$ cat config.mk
export PLATFORM = sky130hd
export DESIGN_NAME = iter_shifter
export DESIGN_NICKNAME = d
export VERILOG_FILES = /design/src/rtl/shift_pkg.sv /design/src/rtl/shift_stage.sv /design/src/rtl/iter_shifter.sv
export SDC_FILE = /design/constraint.sdc
export NUM_CORES = 1
export LEC_CHECK = 0
export BUFFER_PORTS_ARGS = -buffer_cell sky130_fd_sc_hd__buf_2
export CORE_MARGIN = 3
export CORE_UTILIZATION = 60
export DETAILED_ROUTE_END_ITERATION = 7
export PLACE_DENSITY = 0.85
export REMOVE_ABC_BUFFERS = 1
export SYNTH_ARGS = -nofsm -noshare
export SYNTH_HDL_FRONTEND = slang
export SYNTH_HIERARCHICAL = 1
export SYNTH_SLANG_ARGS = --single-unit
$ cat constraint.sdc
create_clock -name clk -period 3.95 [get_ports clk]
set_input_delay 0.1975 -clock clk [delete_from_list [all_inputs] [get_ports clk]]
set_output_delay 0.1975 -clock clk [all_outputs]
set_load 0.02 [all_outputs]
$ cat src/rtl/shift_pkg.sv
`default_nettype none
// ============================================================================
// Module      : shift_pkg
// Description : Shared definitions for the iterative shifter: shift-mode
//               encodings (also used by the ALU control decoder), FSM state
//               encoding, default widths and a mode-validity helper.
// Revision    : 1.0 - initial release
// ============================================================================
package shift_pkg;

  // Default geometry: WIDTH must be a power of two, SHW = log2(WIDTH).
  localparam int WIDTH_DEF = 16;
  localparam int SHW_DEF   = 4;

  // Shift-mode encodings produced by the ALU control decoder.
  localparam logic [1:0] MODE_SLL = 2'b00;
  localparam logic [1:0] MODE_SRA = 2'b01;
  localparam logic [1:0] MODE_ROR = 2'b10;
  // Internal marker for a captured invalid mode (11, x or z at capture).
  localparam logic [1:0] MODE_INV = 2'b11;

  typedef enum logic [1:0] {
    IDLE  = 2'b00,
    SHIFT = 2'b01,
    DONE  = 2'b10
  } state_t;

  // True only for the three defined encodings; x/z never match a case item,
  // so they fall into the default branch and read as invalid.
  function automatic logic is_valid_mode(input logic [1:0] m);
    logic v;
    case (m)
      MODE_SLL, MODE_SRA, MODE_ROR: v = 1'b1;
      default:                      v = 1'b0;
    endcase
    return v;
  endfunction

endpackage : shift_pkg
`default_nettype wire

$ cat src/rtl/shift_stage.sv
`default_nettype none
// ============================================================================
// Module      : shift_stage
// Description : One binary-weighted stage of the log shifter (combinational).
//               Shifts the operand by 2^idx according to mode when en=1,
//               otherwise passes the operand through unchanged.
// Ports       : operand [WIDTH] in  - value to shift
//               mode    [2]     in  - SLL / SRA / ROR (anything else: pass)
//               en      [1]     in  - stage enable (shamt bit for this stage)
//               idx     [KW]    in  - stage index, shift distance = 2^idx
//               shifted [WIDTH] out - stage result
// Revision    : 1.0 - initial release
// ============================================================================
module shift_stage
  import shift_pkg::*;
#(
  parameter int WIDTH = WIDTH_DEF,
  parameter int SHW   = SHW_DEF,
  parameter int KW    = (SHW > 1) ? $clog2(SHW) : 1
) (
  input  logic [WIDTH-1:0] operand,
  input  logic [1:0]       mode,
  input  logic             en,
  input  logic [KW-1:0]    idx,
  output logic [WIDTH-1:0] shifted
);

  logic [SHW-1:0]   amt;
  logic [WIDTH-1:0] rot;

  always_comb begin
    amt = SHW'(1) << idx;
    // Rotate right: shift a doubled copy so LSB bits re-enter at the MSB.
    rot = WIDTH'({operand, operand} >> amt);

    shifted = operand;
    if (en) begin
      case (mode)
        MODE_SLL: shifted = operand << amt;
        MODE_SRA: shifted = $signed(operand) >>> amt;
        MODE_ROR: shifted = rot;
        default:  shifted = operand;
      endcase
    end
  end

endmodule : shift_stage
`default_nettype wire

$ cat src/rtl/iter_shifter.sv
`default_nettype none
// ============================================================================
// Module      : iter_shifter
// Description : Multi-cycle log-stage shifter. One binary-weighted stage
//               (1, 2, 4, 8, ...) is applied per clock, giving a fixed latency
//               independent of the shift amount. start/busy/done handshake.
// Ports       : clk      in  - clock, rising edge
//               rst_n    in  - asynchronous active-low reset
//               start    in  - request; sampled when IDLE or DONE
//               mode     in  - 00=SLL, 01=SRA, 10=ROR, 11/x/z=invalid
//               data_in  in  - operand
//               shamt    in  - shift amount 0..WIDTH-1
//               busy     out - shift in progress
//               done     out - one-cycle result-valid pulse
//               result   out - shifted value, held until next done
//               mode_err out - captured mode was invalid (held to next start)
// Revision    : 1.0 - initial release
// ============================================================================
module iter_shifter
  import shift_pkg::*;
#(
  parameter int WIDTH = WIDTH_DEF,
  parameter int SHW   = SHW_DEF
) (
  input  logic             clk,
  input  logic             rst_n,
  input  logic             start,
  input  logic [1:0]       mode,
  input  logic [WIDTH-1:0] data_in,
  input  logic [SHW-1:0]   shamt,
  output logic             busy,
  output logic             done,
  output logic [WIDTH-1:0] result,
  output logic             mode_err
);

  localparam int KW = (SHW > 1) ? $clog2(SHW) : 1;
  localparam logic [KW-1:0] K_LAST = KW'(SHW - 1);

  state_t           state_q,    state_d;
  logic [KW-1:0]    k_q,        k_d;
  logic [WIDTH-1:0] work_q,     work_d;
  logic [SHW-1:0]   shamt_q,    shamt_d;
  logic [1:0]       mode_q,     mode_d;
  logic [WIDTH-1:0] result_q,   result_d;
  logic             mode_err_q, mode_err_d;

  logic             ready;
  logic             stage_en;
  logic [WIDTH-1:0] stage_out;

  // An invalid mode disables every stage, so the operand passes through with
  // the normal latency.
  assign stage_en = shamt_q[k_q] && (mode_q != MODE_INV);

  shift_stage #(
    .WIDTH (WIDTH),
    .SHW   (SHW),
    .KW    (KW)
  ) u_stage (
    .operand (work_q),
    .mode    (mode_q),
    .en      (stage_en),
    .idx     (k_q),
    .shifted (stage_out)
  );

  always_comb begin
    state_d    = state_q;
    k_d        = k_q;
    work_d     = work_q;
    shamt_d    = shamt_q;
    mode_d     = mode_q;
    result_d   = result_q;
    mode_err_d = mode_err_q;

    ready = (state_q == IDLE) || (state_q == DONE);

    if (ready && start) begin
      work_d     = data_in;
      shamt_d    = shamt;
      // Store a clean marker so x/z on the mode bus never propagates.
      mode_d     = is_valid_mode(mode) ? mode : MODE_INV;
      k_d        = '0;
      mode_err_d = 1'b0;
      state_d    = SHIFT;
    end else begin
      case (state_q)
        SHIFT: begin
          work_d = stage_out;
          k_d    = k_q + 1'b1;
          if (k_q == K_LAST) begin
            // Result and error flag are published together on entry to DONE.
            result_d   = stage_out;
            mode_err_d = (mode_q == MODE_INV);
            state_d    = DONE;
          end
        end
        DONE:    state_d = IDLE;
        default: state_d = IDLE;
      endcase
    end
  end

  always_ff @(posedge clk or negedge rst_n) begin
    if (!rst_n) begin
      state_q    <= IDLE;
      k_q        <= '0;
      work_q     <= '0;
      shamt_q    <= '0;
      mode_q     <= MODE_SLL;
      result_q   <= '0;
      mode_err_q <= 1'b0;
    end else begin
      state_q    <= state_d;
      k_q        <= k_d;
      work_q     <= work_d;
      shamt_q    <= shamt_d;
      mode_q     <= mode_d;
      result_q   <= result_d;
      mode_err_q <= mode_err_d;
    end
  end

  // Decoded straight from the state register so reset clears them at once;
  // being distinct states, busy and done can never overlap.
  assign busy     = (state_q == SHIFT);
  assign done     = (state_q == DONE);
  assign result   = result_q;
  assign mode_err = mode_err_q;

endmodule : iter_shifter
`default_nettype wire
==> summary.txt <==
Run status: finished clean
Input/output buffers: 43
Worst-case hold slack: 0.03675 ns
Critical path depth: 8
Deepest level of the CTS H-tree: 2
Horizontal die dimension: 79.20 um
Area of combinational cells with multiple inputs: 0.001902 mm^2
Share of the clock period used by the worst path: 0.6854
Largest area contributor in the synthesized netlist: dfrtp_1
Clock root cell: clkbuf_8
Clock input transition at the sequential cells of the worst setup and hold paths: 0.09 ns
Footprint of the flip-flops and latches: 0.001077 mm^2
Effective utilization at floorplan: 0.6254
Clock net sink count: 43
RSZ-0062 raised after global routing: no
Sum of overflow across all layers after global routing: 0
Slew Viols, Final: 0
Detail-routed net length per standard cell: 20.03 um
Wire length reported by the detailed router: 7993 um
Final setup fails: 0
Wire length of the first global-routing pass: 13590 um
Post-layout net count: 354
Flops & latches, synth: 43
Final HPWL from detailed placement: 5256 um
Yosys cell types: 54
Core area: 0.005140 mm^2
Routed vias/inst: 6.820
Initial drt markers: 377
IO Count: 44
Worst-path maximum fanout: 27
Maximum number of pins on one net before global-route repair: 57
Count of endpoints failing hold in the final timing report: 0
Hold_buf cts: 0
Via count of the first global-routing pass: 2685
Register-to-register setup slack: 1.24 ns
Critical Path Sink Type: flop
Worst clock skew: 0.004689 ns
Worst IR Drop VDD: 0.6764 mV
Leak pwr: 1.629 nW
Commonest cells in the synthesized netlist: dfrtp_1 (43), nand2_1 (32), a22o_1 (19)
Tightest Pin Transition: 0.9480 ns
Post-synthesis average cell area: 10.44 um^2
Cell type with the highest occurrence count on the critical path: a22o_1
Ys flop type: dfrtp_1
Post-CTS setup buffer count: 0
Hold/Removal Path Class: in -> async
Count of yosys warnings during synthesis: 6
Worst Path Arrival: 2.90 ns
Buffer levels on the longest clock path: 2
Number of flops mapped to enable cells by yosys: 0
Antenna viol nets, final: 0
Critical path cell sequence: nand2_1 > and2_1 > nand2b_1 > a31oi_1 > a22o_1 > a32o_1 > a22o_1 > a21o_1
CP peak stage delay: 0.86 ns
Fraction of layout cells with a size suffix above 1: 0.3040
Startpoint of the lowest-slack register-to-register path: mode_q[0]
Die extent in y: 79.20 um
Start-to-end type of the worst setup path: reg -> reg
Worst slew margin relative to its limit: 0.3680
Number of instances in the synthesized netlist: 308
Antenna fix cells: 0
Clock tree from TritonCTS: yes
R2r endpoint: work_q[5]
Overall die area: 0.006272 mm^2
Slowest-stage cell, CP: dfrtp_1
Number of maximum-capacitance constraint violations: 0
Router iterations before antenna repair: 5
Most common cell in the synthesized netlist: dfrtp_1
Global Route Usage Sum: 0.2764
Total negative slack: 0 ns
DRC Markers: 0
Area share of the largest cell type after synthesis: 0.3348
Mapped cell area: 0.003214 mm^2
Number of buffers created by CTS: 5
Sort of element at the start of the critical path: flop
Initial antenna violation count: 0
Row count: 26
Placer Congestion: 0.9004
Depth of the worst register-to-register path: 8
Post-synthesis to final-layout area growth: 7.123%
Largest delay contributor family on the critical path: compound AO/OA/AOI/OAI gates
FILL cells: 434
Critical path required time: 4.14 ns
Resized cells post-CTS: 0
Part of the Yosys area used for sequential elements: 0.3348
Total buffers and inverters traversed by the critical path: 0
Top area cells in the synthesized netlist: dfrtp_1 (33%), mux4_2 (11%), a22o_1 (5.2%)
Clk Latency, worst-skew pair: 0.30 ns
Async set or reset register ratio after synthesis: 1.000
Peak clock frequency supported by timing: 0.3694 GHz
Post-layout minimum cycle time: 2.707 ns
Power density over the cells: 1076 mW/mm^2
Vias: 2721
==> final cells by class <==
class,instances,area share
tap,70,0.02544
clock buffer,5,0.01999
clock inverter,3,0.01272
multi-input combinational,226,0.5523
sequential,43,0.3129
inverter,5,0.005451
timing repair buffer,47,0.07122
==> sequential cells by signal, summed over array words and instances, names as in the netlist <==
name and count:
shamt_q 4, mode_err 1, result 16, work_q 16, state_q 2, k_q 2
mode_q 2
==> per-stage QoR <==
step | setup slack, ns | utilization | cells | power (mW) | instance area (um^2)
final | 1.243 | 0.6699 | 399 | 3.703 | 3443
after floorplan | 0.6107 | - | 274 | 2.723 | 2994
after global placement | 1.409 | 0.6480 | 391 | 3.253 | 3331
after global routing | 1.019 | 0.6699 | 399 | 3.985 | 3443
after CTS | 1.282 | 0.6699 | 399 | 3.689 | 3443
after detailed placement | 1.290 | 0.6480 | 391 | 3.327 | 3331
==> power breakdown <==
| part | switching (mW) | total (mW) | internal (mW) |
|---|---|---|---|
| combinational | 1.17 | 2.31 | 1.14 |
| sequential | 0.388 | 1.04 | 0.655 |
| clock | 0.158 | 0.347 | 0.188 |
| total | 1.72 | 3.70 | 1.99 |
==> worst max-delay path by stage <==
stage,startpoint,end,slack (ns)
CTS,mode_q[0],work_q[5],1.28
finish,mode_q[0],work_q[5],1.24
global route,mode_q[0],work_q[5],1.02
global placement,mode_q[0],work_q[5],1.41
floorplan,k_q[0],work_q[5],0.61
detailed placement,mode_q[0],work_q[5],1.29
==> metal layers <==
| metal | part of all wire | GRT usage |
|---|---|---|
| met1 | 0.40 | 0.3838 |
| met3 | 0.096 | 0.04989 |
| met4 | 0.023 | 0.1065 |
| met2 | 0.48 | 0.4310 |
| met5 | 0 | 0 |
==> cells in the final DEF, fill, tap and decap left out, drive strengths merged, types with 3 or more instances in the layout <==
cell type,count
nor2,9
mux4,17
mux2i,15
o21ai,18
mux2,20
nand3,4
nor2b,4
a21oi,12
o21bai,3
nand2,33
nand3b,4
and3,3
inv,5
a31oi,6
buf,47
clkbuf,5
a22o,19
a21o,16
nand2b,8
a221o,3
dfrtp,43
o21a,5
==> kinds of logic after synthesis <==
kind of cell    Yosys count  synth area share
mux                      52            0.2452
compound gates           99            0.2227
simple gates             73            0.1164
buf+inv                  39           0.07435
xor+xnor                  1          0.002725
flops                    43            0.3348
fa+ha+maj                 1          0.003892
No activity file was read; power rests on OpenSTA's default activity.
